**config.mk**
```make
export PLATFORM = sky130hd
export DESIGN_NAME = burst_writer
export DESIGN_NICKNAME = d
export VERILOG_FILES = /design/src/rtl/burst_writer_pkg.sv /design/src/rtl/burst_writer.sv
export SDC_FILE = /design/constraint.sdc
export NUM_CORES = 1
export LEC_CHECK = 0
export CAP_MARGIN = 0
export CORE_ASPECT_RATIO = 1.25
export CORE_MARGIN = 5
export CORE_UTILIZATION = 46
export DETAILED_ROUTE_END_ITERATION = 12
export GPL_ROUTABILITY_DRIVEN = 0
export HOLD_SLACK_MARGIN = 0.06
export PLACE_DENSITY = 0.9
export SYNTH_ARGS = -nofsm -noshare
export SYNTH_HDL_FRONTEND = slang
export SYNTH_SLANG_ARGS = --single-unit
```
**constraint.sdc**
```tcl
create_clock -name clk -period 2 [get_ports clk]
set_input_delay 0.4 -clock clk [delete_from_list [all_inputs] [get_ports clk]]
set_output_delay 0.4 -clock clk [all_outputs]
set_load 0.02 [all_outputs]
```
**src/rtl/burst_writer_pkg.sv**
```systemverilog
// burst_writer_pkg: FSM state encoding and default sizing shared by burst_writer
package burst_writer_pkg;

    localparam int DEFAULT_WIDTH = 16;
    localparam int DEFAULT_DEPTH = 1024;

    typedef logic [1:0] state_t;

    localparam state_t IDLE  = 2'd0;
    localparam state_t BURST = 2'd1;
    localparam state_t DONE  = 2'd2;

endpackage

```
**src/rtl/burst_writer.sv**
```systemverilog
// burst_writer: writes a length-bounded stream burst to consecutive memory addresses; BURST_WRITER_CHECKSUM_EN adds a checksum output
module burst_writer
    import burst_writer_pkg::*;
#(
    parameter int Width = DEFAULT_WIDTH,
    parameter int Depth = DEFAULT_DEPTH,
    localparam int AW = $clog2(Depth)
) (
    input  logic             clk,
    input  logic             rst_n,
    input  logic             start,
    input  logic [AW-1:0]    startAddr,
    input  logic [AW:0]      len,
    input  logic             abort,
    input  logic             inValid,
    input  logic [Width-1:0] inData,
    output logic             inReady,
    output logic             wrEn,
    output logic [AW-1:0]    wrAddr,
    output logic [Width-1:0] wrData,
    output logic             busy,
    output logic             done
`ifdef BURST_WRITER_CHECKSUM_EN
    ,
    output logic [Width-1:0] checksum
`endif
);

    state_t        state;
    logic [AW-1:0] addr;
    logic [AW:0]   remaining;
    logic          accept;
    logic          last;
    logic [AW-1:0] addr_next;

    assign inReady   = (state == BURST) && !abort;
    assign accept    = inValid && inReady;
    assign busy      = state != IDLE;
    assign last      = remaining == (AW+1)'(1);
    assign addr_next = (addr == AW'(Depth - 1)) ? '0 : addr + AW'(1);

    // Burst sequencing plus a one-cycle-latency registered write port
    always_ff @(posedge clk or negedge rst_n) begin
        if (!rst_n) begin
            state     <= IDLE;
            addr      <= '0;
            remaining <= '0;
            wrEn      <= 1'b0;
            wrAddr    <= '0;
            wrData    <= '0;
            done      <= 1'b0;
        end else begin
            wrEn <= accept;
            done <= 1'b0;
            if (accept) begin
                wrAddr    <= addr;
                wrData    <= inData;
                addr      <= addr_next;
                remaining <= remaining - 1'b1;
            end
            case (state)
                IDLE: begin
                    if (start && len != '0) begin
                        addr      <= startAddr;
                        remaining <= len;
                        state     <= BURST;
                    end else if (start) begin
                        done <= 1'b1;
                    end
                end
                BURST: begin
                    if (abort) begin
                        state <= IDLE;
                    end else if (accept && last) begin
                        state <= DONE;
                        done  <= 1'b1;
                    end
                end
                default: state <= IDLE;
            endcase
        end
    end

`ifdef BURST_WRITER_CHECKSUM_EN
    // Running sum of accepted beats, cleared when a start is taken in IDLE
    always_ff @(posedge clk or negedge rst_n) begin
        if (!rst_n) begin
            checksum <= '0;
        end else if (state == IDLE && start) begin
            checksum <= '0;
        end else if (accept) begin
            checksum <= checksum + inData;
        end
    end
`endif

endmodule
```
After elaboration in Yosys (flattened, before gate mapping). Index checks and enable logic that the tools add are counted.

Add/subtract/negate cells: 2. Multiply operators: 0. Divide/modulo/power cells: 0. Magnitude comparators: 0. Equal/unequal tests: 5. Shift operators: 0. Muxes and demuxes: 16. Bitwise operators: 0. Reduce and logical (&&, ||, !) cells: 9.

Operators with widths (number): 2-to-1 mux 10 bit (4); 2-to-1 mux 11 bit (3); == test 11 x 1 -> 1 bit, second input constant (1); nonzero test 11 bit (1); subtractor 11 x 1 -> 11 bit, second input constant (1); adder 10 x 1 -> 10 bit, second input constant (1); == test 10 bit, second input constant (1); 2-to-1 mux 2 bit (3); logical AND 1 bit (4); 2-to-1 mux 1 bit (4); one-hot mux 2 bit (2 select lines) (1); != test 3 x 2 -> 1 bit, second input constant (1); == test 2 x 1 -> 1 bit, second input constant (1); zero test 2 bit (1); != test 2 bit, second input constant (1); one-hot mux 1 bit (2 select lines) (1); AND reduction 2 bit (1); nonzero test 2 bit (1); zero test 1 bit (1).

Flip-flop bits (word level): 51. Bits in latches: 0. RAM bits: 0. Bits in read-only memories: 0. Input port bits: 42. Memories kept: 0.

Depth between registers and ports, before layout. Gate-level depths: netlist of run 1.

Depth in word-level cells: 7. Mapped depth: 7. Mapped depth without buffers: 5.

Least setup slack after synthesis of run 1. OpenSTA, ideal clock, no wires.

Kind: reg2reg. Start point: reg remaining[7]. End point: reg remaining[10]. Data arrival time: 1743 ps. Required time: 1918 ps. Slack: 175 ps. Cell stages (with the launch flop): 5. Buffers on the path: 0. Path through: dfrtp_1 > or4_4 > or3_4 > or3_1 > a31oi_1.

Cells in the longest elaborated chain, start to end: 4.

Ends and longest elaborated chain: start, declared (RTL line burst_writer.sv:31) `logic [AW:0] remaining;`; start signal, assigned (RTL line burst_writer.sv:59) `remaining <= remaining - 1'b1;`; start signal, assigned (RTL line burst_writer.sv:65) `remaining <= len;`; subtractor 11 x 1 -> 11 bit (*) (RTL line burst_writer.sv:59); 2-to-1 mux 11 bit (*) (RTL line burst_writer.sv:55) `if (accept) begin`; 2-to-1 mux 11 bit (RTL line burst_writer.sv:63) `if (start && len != '0) begin`; 2-to-1 mux 11 bit (*) (RTL line burst_writer.sv:61) `case (state)`.

Every way passes the cells marked *; elsewhere a longest branch is shown, timed or not. A chain may end at the register's enable or synchronous reset.

Worst setup path in the final report of run 1.
Start point: reg remaining[6]. End point: reg done.

Cells in the longest elaborated chain, start to end: 5.

Ends and longest elaborated chain: == test 11 x 1 -> 1 bit (RTL line burst_writer.sv:39) `assign last = remaining == (AW+1)'(1);`; logical AND 1 bit (RTL line burst_writer.sv:74) `end else if (accept && last) begin`; 2-to-1 mux 1 bit (RTL line burst_writer.sv:74); 2-to-1 mux 1 bit (RTL line burst_writer.sv:72) `if (abort) begin`; one-hot mux 1 bit (2 select lines) (RTL line burst_writer.sv:61); end signal, assigned (RTL line burst_writer.sv:54) `done <= 1'b0;`; end signal, assigned (RTL line burst_writer.sv:68) `done <= 1'b1;`; end signal, assigned (RTL line burst_writer.sv:76) `done <= 1'b1;`; end, declared (RTL line burst_writer.sv:22) `output logic done`.

Every way passes these cells.

==> results.md, run 1 <==
* Root cell of the clock tree: clkbuf_8
* Post-synthesis cell count at 263
* Worst R2R End: done$_DFF_PN0_
* Number of global-route vias before repair at 2,186
* Tot Pwr at 0.00326 W
* DR iter-0 viols at 133
* Fill cells at 436
* Leak pwr at 1.49 nW
* Post-synth top area cell: dfrtp_1
* Crit Path Max Fanout at 4
* Worst-path clk slew at 100 ps
* Outcome: completed
* Buffers added on ports at 71
* Switching part of the total at 0.346
* R2r setup slk at 30 ps
* Async SR Flop Fraction at 1.00
* FF-to-FF path depth at 4
* Synth warnings at 0
* CP startpoint: remaining[6]$_DFF_PN0_
* Worst-Margin Slew at 629 ps
* Unrepaired setup endpoints after global routing: no
* Clk sinks at 51
* Synth Flop Type: dfrtp_1
* Critical path depth at 4
* Syn avg cell area at 8.91 um^2
* Slew Viols, Final at 0
* CP peak stage delay at 550 ps
* Setup Skew at 12.0 ps
* Grt ovf at 0
* Die width at 73.8 um
* Layout cell share with drive strength beyond 1 at 0.0948
* CP Class: flip-flop to flip-flop
* Crit path to: done$_DFF_PN0_
* H-Tree Depth at 2
* Hold buffer count at CTS at 0
* FF-to-FF Start: remaining[6]$_DFF_PN0_
* Pre-CTS setup slack at -102 ps
* Post-CTS setup buffers at 0
* Final hold viol count at 0
* Final Setup Violations at 0
* Internal at 0.00213 W
* Worst rel slew slack at 0.581
* Post-synthesis instance area at 2340 um^2
* Ranking of synthesized cells by area: dfrtp_1 (54%), nand2_1 (17%), o21ai_1 (3.0%)
* Sequential share of power at 0.461
* Final cell count without fillers at 410
* Register area share after synthesis at 0.545
* Crit path DAT at 2190 ps
* GR Util All Layers at 0.185
* Post-synth net total at 308
* Max-cap violation count at 0
* Worst-path cell chain: or4_4 > or3_4 > nor4_2 > o21bai_1
* Hold crit path type: input pin to asynchronous set/reset pin
* Largest net degree at the start of global routing at 52
* Sw power at 0.00113 W
* WP buf/inv at 0
* Cell Rows at 29
* Peak VDD IR at 0.466 mV
* Synth Register Bits at 51
* First-pass GRT wire length at 9770 um
* Fin Setup TNS at 0 ps
* Crit end category: flip-flop
* Vias per cell at 5.13
* Pre-antenna DRT Iters at 4
* Initial antenna violation count at 0
* Largest delay share family, worst path: simple AND/OR/NAND/NOR gates
* Clk Latency, worst-skew pair at 310 ps
* CP max-delay cell: or4_4
* Max Root-Sink Buffers at 2
* Combinational Power Share at 0.349
* Fin crit share at 0.984
* Vias at 2,103
* Worst Path Required at 2230 ps
* Nets at 392
* Core area at 5010 um^2
* Cell Pwr Density at 980 nW/um^2
* Post-placement cell count at 402
* Post-DP HPWL at 4450 um
* Final Critical Period at 1970 ps
* Die area at 6630 um^2
* Post-synth EDFFs at 0
* Final WS setup at 32.5 ps
* Area grow syn2layout at 41.9%
* DRT Wirelength at 5810 um
* Die Y at 89.8 um
* TritonCTS clock tree: done
* Initial core utilization at 0.468
* N_diodes at 0
* Type of origin of the critical path: flip-flop
* Fmax at 508 MHz
* Cell variety after synth at 37
* Wire per inst at 14.2 um
* Residual DRC at 0
* Num CTS Buffers at 5
* Post-synth top area share at 0.545
* Top-count cell post-synth: nand2_1
* Remaining antenna violation count at 0
* Clk pwr share at 0.190
* IO Pins at 72
* Post-synth top cells: nand2_1 (104), dfrtp_1 (51), o21ai_1 (14)
## power by group through the flow
stage | logic [W] | registers, W | clock network [W]
floorplan | 0.000401 | 0.00167 | 0
global placement | 0.00112 | 0.00149 | 0
detailed placement | 0.00115 | 0.00152 | 0
CTS | 0.00115 | 0.00150 | 0.000635
global route | 0.00124 | 0.00154 | 0.000681
finish | 0.00114 | 0.00150 | 0.000620
## layer usage
metal / track usage / wire length, um / vias up
met5: 0 / 0 / -
met4: 0.0710 / 136 / 0
met3: 0.0391 / 307 / 18
met2: 0.323 / 3160 / 62
met1: 0.215 / 2200 / 988
li1: - / - / 1035
## cells in the final DEF, fill, tap and decap left out, drive strengths merged
| cell type | n |
|---|---|
| a211oi | 1 |
| a2bb2oi | 1 |
| a21oi | 1 |
| clkbuf | 6 |
| nand2 | 104 |
| or2 | 1 |
| o31ai | 2 |
| nor3 | 4 |
| or4 | 2 |
| a31oi | 4 |
| dfrtp | 51 |
| a31o | 1 |
| clkinv | 1 |
| nand3 | 7 |
| or3b | 1 |
| nor4 | 6 |
| a21o | 1 |
| xnor2 | 8 |
| xor2 | 7 |
| nand4bb | 2 |
| clkinvlp | 1 |
| inv | 6 |
| o211ai | 1 |
| o21ai | 18 |
| nand4 | 2 |
| dlygate4sd2 | 1 |
| o41ai | 1 |
| dlymetal6s2s | 1 |
| or3 | 3 |
| nor2 | 12 |
| clkdlybuf4s50 | 68 |
| o21bai | 1 |
| ha | 3 |
| buf | 18 |
| o21a | 1 |
## registers in the layout, indices dropped and copies added, names as in the netlist
name,flops
wrData,16
remaining,11
addr,10
wrAddr,10
state,2
done,1
wrEn,1
## what timing repair did
item | 4_1_cts | 5_1_grt
pin swaps | 0 | 1
hold endpoints to repair | 0 | 0
setup endpoints to repair | 1 | 2
resized for setup | 1 | 1
## cell families after synthesis
logic type      Yosys count  synth area share
compound gates           33            0.0876
xor+xnor                 15            0.0561
fa+ha+maj                 3            0.0160
buf+inv                  17            0.0278
flops                    51             0.545
simple gates            144             0.268
## through the flow
stage	hold WS, ps	instance area (um^2)	util
final	192	3320	0.664
after global routing	268	3320	0.664
after CTS	211	3320	0.663
after detailed placement	461	3220	0.644
after global placement	456	3220	0.644
after floorplan	104	2340	-
## worst min path at each step
stage,to,slack (ps)
2_1_floorplan,addr[0]$_DFF_PN0_,100
3_3_place_gp,wrData[14]$_DFFE_PN0P_,460
3_5_place_dp,wrData[1]$_DFFE_PN0P_,460
4_1_cts,wrData[13]$_DFFE_PN0P_,210
5_1_grt,wrData[1]$_DFFE_PN0P_,270
6_report,wrData[1]$_DFFE_PN0P_,190
## final cells by class
| class | instances | area [um^2] | share of cell area |
|---|---|---|---|
| inverter | 6 | 22.5 | 0.00678 |
| tap | 62 | 77.6 | 0.0233 |
| clock inverter | 2 | 16.3 | 0.00489 |
| timing repair buffer | 88 | 847 | 0.255 |
| sequential | 51 | 1280 | 0.384 |
| multi-input combinational | 195 | 1000 | 0.301 |
| clock buffer | 6 | 82.6 | 0.0248 |
## worst reg2reg max path, stage by stage, from the launching register on
cell and delay (ps):
dfrtp_1 440, or4_4 560, or3_4 360, nor4_2 360
o21bai_1 180
No activity file was read; power rests on OpenSTA's default activity.
==> inputs of run 2 (changes only) <==
--- a/config.mk
+++ b/config.mk
@@ -12,7 +12,7 @@
 export DETAILED_ROUTE_END_ITERATION = 12
 export GPL_ROUTABILITY_DRIVEN = 0
 export HOLD_SLACK_MARGIN = 0.06
-export PLACE_DENSITY = 0.9
+export PLACE_DENSITY = 0.85
 export SYNTH_ARGS = -nofsm -noshare
 export SYNTH_HDL_FRONTEND = slang
 export SYNTH_SLANG_ARGS = --single-unit
==> run 2 against run 1 <==
  * Clock skew decreased by 5.2 ps
  * Via count decreased by 0.48%
  * Clock-buffer cell count decreased by 1
  * Hold slack improved by 3.7 ps
  * Non-clock buffer count decreased by 2
  * Cell count decreased by 0.49%
  * Utilization about the same
  * Cell area about the same
  * Power increased by 2.4%
  * Largest cell class unchanged
  * Largest power group unchanged
==> results.md, run 2 (same netlist as run 1, synthesis figures left out) <==
* Crit path DAT at 2170 ps
* Outcome: completed
* Pre-antenna DRT Iters at 4
* Remaining antenna violation count at 0
* Worst-Margin Slew at 646 ps
* Largest net degree at the start of global routing at 52
* Area grow syn2layout at 42.0%
* Fmax at 515 MHz
* R2r setup slk at 60 ps
* Sequential cell area at 1280 um^2
* N_diodes at 0
* Post-CTS setup buffers at 0
* Fill cells at 439
* GR Util All Layers at 0.174
* Setup Skew at 6.71 ps
* Hold crit path type: input pin to asynchronous set/reset pin
* Worst-path clk slew at 100 ps
* Core area at 5010 um^2
* Root cell of the clock tree: clkbuf_8
* Worst R2R End: remaining[10]$_DFF_PN0_
* Worst Path Required at 2230 ps
* Crit end category: flip-flop
* Die area at 6630 um^2
* H-Tree Depth at 2
* Worst rel slew slack at 0.569
* DR iter-0 viols at 84
* Cell Pwr Density at 1000 nW/um^2
* Wire per inst at 13.6 um
* Fin crit share at 0.970
* Post-DP HPWL at 4070 um
* Max Root-Sink Buffers at 2
* FF-to-FF Start: remaining[7]$_DFF_PN0_
* Max-cap violation count at 0
* Final hold viol count at 0
* Most common cell after layout, fill and taps aside: nand2_1
* First-pass GRT wire length at 9200 um
* Tot Pwr at 0.00334 W
* Type of origin of the critical path: flip-flop
* Final cell count without fillers at 408
* Grt ovf at 0
* Layout cell share with drive strength beyond 1 at 0.0925
* DRT Wirelength at 5540 um
* Max reg flops at 16
* Die Y at 89.8 um
* Residual DRC at 0
* FF-to-FF path depth at 4
* Post-placement cell count at 400
* Final Setup Violations at 0
* Clk Latency, worst-skew pair at 300 ps
* Area of the multi-input gates at 1010 um^2
* Crit Path Max Fanout at 3
* Clk sinks at 51
* Regs by FF count: wrData x16, remaining x11
* Top reg by flops: wrData
* Num CTS Buffers at 5
* Hold buffer count at CTS at 0
* Vias per cell at 5.13
* Initial core utilization at 0.468
* IO Pins at 72
* Most frequent cells in the layout: nand2_1 (104), clkdlybuf4s50_1 (69), dfrtp_1 (51)
* Die width at 73.8 um
* Leak pwr at 1.48 nW
* Cell Rows at 29
* Peak VDD IR at 0.490 mV
* Initial antenna violation count at 0
* Vias at 2,093
* Buffers added on ports at 71
* TritonCTS clock tree: done
* Number of global-route vias before repair at 2,001
* Final Critical Period at 1940 ps
* CP Class: flip-flop to flip-flop
* Slew Viols, Final at 0
* Nets at 390
[run 2: worst max-delay path by stage]
stage | startpoint | to | slack, ps | depth (start not counted)
6_report | remaining[7]$_DFF_PN0_ | remaining[10]$_DFF_PN0_ | 60 | 4
5_1_grt | remaining[7]$_DFF_PN0_ | remaining[10]$_DFF_PN0_ | -2 | 4
4_1_cts | state[1]$_DFFE_PN0P_ | busy | 50 | 2
3_5_place_dp | len[3] | remaining[3]$_DFF_PN0_ | -60 | 8
3_3_place_gp | abort | inReady | -40 | 5
2_1_floorplan | remaining[7]$_DFF_PN0_ | remaining[10]$_DFF_PN0_ | 180 | 4
[run 2: per-layer routing]
metal  part of all wire  GRT usage  vias up
met5                  0          0        -
met4              0.016     0.0544        0
met3              0.062     0.0324        8
met2               0.51      0.289       65
met1               0.41      0.226      985
li1                   -          -     1035
[run 2: report_power, final]
group          switching, W  internal [W]
clock              0.000341      0.000373
combinational      0.000572      0.000560
sequential         0.000204       0.00129
total               0.00112       0.00222
[run 2: timing repair]
action / CTS / global route
resized for setup: 1 / 1
setup endpoints to repair: 1 / 1
pin swaps: 0 / 0
[run 2: stage by stage]
stage / cell area, um^2 / utilization / hold WS, ps / setup slack [ps] / TNS [ps]
floorplan: 2340 / - / 104 / 175 / 0
global placement: 3210 / 0.641 / 457 / -37.8 / -117
detailed placement: 3210 / 0.641 / 461 / -63.7 / -566
CTS: 3320 / 0.663 / 216 / 49.0 / 0
global route: 3330 / 0.664 / 266 / -2.36 / -2.36
finish: 3330 / 0.664 / 196 / 59.5 / 0
[run 2: area by class of cell]
cell class | instances | share of cell area
Sequential cell | 51 | 0.384
Multi-Input combinational cell | 195 | 0.303
Timing Repair Buffer | 86 | 0.249
Tap cell | 62 | 0.0233
Clock buffer | 5 | 0.0207
Clock inverter | 3 | 0.0132
Inverter | 6 | 0.00677
[run 2: worst max-delay path: stages, from the launching register on]
cell and delay [ps]:
dfrtp_1 410, or4_4 550, or3_4 360, or3_1 380
a31oi_2 180
==> inputs of run 3 (changes only) <==
--- a/config.mk
+++ b/config.mk
@@ -8,11 +8,12 @@
 export CAP_MARGIN = 0
 export CORE_ASPECT_RATIO = 1.25
 export CORE_MARGIN = 5
-export CORE_UTILIZATION = 46
+export CORE_UTILIZATION = 48
+export CTS_BUF_LIST = sky130_fd_sc_hd__clkbuf_8
 export DETAILED_ROUTE_END_ITERATION = 12
 export GPL_ROUTABILITY_DRIVEN = 0
 export HOLD_SLACK_MARGIN = 0.06
-export PLACE_DENSITY = 0.85
+export PLACE_DENSITY = 0.88
 export SYNTH_ARGS = -nofsm -noshare
 export SYNTH_HDL_FRONTEND = slang
 export SYNTH_SLANG_ARGS = --single-unit
==> run 3 against run 2 <==
  * Non-clock buffer count increased by 2
  * Worst setup slack gained 18 ps
  * Die area shrank 3.7%
  * Global-route usage increased by 0.66 points
  * Maximum frequency increased by 0.91%
  * Critical path depth shrank 2
  * Clock skew rose by 3.4 ps
  * Sequential power hardly changed
  * Largest power group unchanged
  * Cell area grew 1.2%
  * Hold slack improved by 0.97 ps
==> results.md, run 3 (same netlist as run 1, synthesis figures left out) <==
* Outcome: completed
* FF-to-FF Start: remaining[6]$_DFF_PN0_
* Worst-path cell chain: or2_2 > clkdlybuf4s50_1
* Post-DP HPWL at 4090 um
* Most common cell after layout, fill and taps aside: nand2_1
* Buffers added on ports at 71
* Most frequent cells in the layout: nand2_1 (104), clkdlybuf4s50_1 (69), dfrtp_1 (51)
* CP peak stage delay at 540 ps
* Grt ovf at 0
* TritonCTS clock tree: done
* Tot Pwr at 0.00348 W
* Core area at 4730 um^2
* Slew Viols, Final at 0
* DR iter-0 viols at 151
* IO Pins at 72
* Layout cell share with drive strength beyond 1 at 0.0920
* Die area at 6390 um^2
* Fin Setup TNS at 0 ps
* WP buf/inv at 1
* Fin crit share at 0.962
* Area grow syn2layout at 43.6%
* Internal at 0.00236 W
* N_diodes at 0
* Wire per inst at 13.8 um
* Top reg by flops: wrData
* Max reg flops at 16
* Cell Rows at 28
* Grt met3 use at 0.0299
* Final hold viol count at 0
* Clk sinks at 51
* DRT Wirelength at 5620 um
* First-pass GRT wire length at 9110 um
* Setup Skew at 10.2 ps
* CP max-delay cell: clkdlybuf4s50_1
* Peak VDD IR at 0.620 mV
* Clk Latency, worst-skew pair at 300 ps
* Nets at 392
* Largest net degree at the start of global routing at 52
* Initial antenna violation count at 0
* Crit path DAT at 1520 ps
* Largest delay share family, worst path: buffers and inverters
* Fmax at 520 MHz
* Final cell count without fillers at 408
* Type of origin of the critical path: flip-flop
* Vias per cell at 5.11
* Remaining antenna violation count at 0
* Initial core utilization at 0.495
* Final Setup Violations at 0
* Worst-path clk slew at 100 ps
* GR Util All Layers at 0.181
* Vias at 2,084
* Residual DRC at 0
* Die Y at 88.1 um
* CP Class: flip-flop to output port
* R2r setup slk at 100 ps
* Sw power at 0.00112 W
* Max-cap violation count at 0
* CP startpoint: state[1]$_DFFE_PN0P_
* Leak pwr at 1.51 nW
* Root cell of the clock tree: clkbuf_8
* Max Root-Sink Buffers at 2
* Clk pwr share at 0.236
* Regs by FF count: wrData x16, remaining x11
* Met1 Resource Use GR at 0.214
* Sequential share of power at 0.429
* Crit end category: output port
* Pre-antenna DRT Iters at 4
* Global routing's busiest layer: met2
* Worst R2R End: remaining[10]$_DFF_PN0_
* Worst-Margin Slew at 623 ps
* Combinational Power Share at 0.335
* Unrepaired setup endpoints after global routing: no
* H-Tree Depth at 2
* Worst Path Required at 1600 ps
* Die width at 72.5 um
* Crit Path Max Fanout at 4
* Switching part of the total at 0.322
* Worst rel slew slack at 0.585
* FF-to-FF path depth at 4
* Hold crit path type: input pin to asynchronous set/reset pin
* Met2 usage at 0.335
* Num CTS Buffers at 5
* Number of global-route vias before repair at 2,055
* Final Critical Period at 1920 ps
* Fin util at 0.711
* Post-placement cell count at 398
* Cell Pwr Density at 1030 nW/um^2
-- run 3: changes by cell type in the layout (fill, tap and decap cells not counted), sizes merged --
| cell | previous run | this run |
|---|---|---|
| inv | 6 | 7 |
| buf | 16 | 18 |
| clkinv | 2 | 0 |
| bufinv | 1 | 2 |
-- run 3: cell type report --
cell class | instances | area [um^2]
Clock inverter | 3 | 63.8
Timing Repair Buffer | 88 | 857
Clock buffer | 5 | 68.8
Tap cell | 60 | 75.1
Multi-Input combinational cell | 195 | 1000
Fill cell | 369 | 1370
Inverter | 6 | 22.5
Sequential cell | 51 | 1280
-- run 3: what timing repair did --
| item | CTS | global route |
|---|---|---|
| pin swaps | 0 | 1 |
| buffers inserted | 0 | 2 |
| endpoints found under the setup margin | 1 | 1 |
| gates cloned | 0 | 0 |
| gates resized for setup | 1 | 0 |
| hold buffers | 0 | 0 |
-- run 3: how the worst max path moves through the flow --
| stage | end | depth (start not counted) |
|---|---|---|
| after CTS | busy | 2 |
| after global placement | inReady | 5 |
| final | busy | 2 |
| after global routing | done$_DFF_PN0_ | 4 |
| after floorplan | remaining[10]$_DFF_PN0_ | 4 |
| after detailed placement | inReady | 5 |
-- run 3: power by group through the flow --
stage	Combinational, W	Clock (W)	Sequential (W)
finish	0.00116	0.000821	0.00149
global route	0.00127	0.000866	0.00153
CTS	0.00117	0.000835	0.00149
detailed placement	0.00116	0	0.00151
global placement	0.00112	0	0.00149
floorplan	0.000401	0	0.00167
-- run 3: layer usage --
layer | share of wire | wire length [um]
met1 | 0.41 | 2290
met2 | 0.52 | 2910
met3 | 0.069 | 387
met4 | 0.0068 | 38
met5 | 0 | 0
-- run 3: stage by stage --
step | hold WS [ps] | cell area, um^2 | worst slack, ps
floorplan | 104 | 2340 | 175
global placement | 456 | 3220 | -39.0
detailed placement | 462 | 3220 | -66.0
CTS | 222 | 3350 | 60.0
global route | 258 | 3360 | 12.5
finish | 197 | 3360 | 77.0
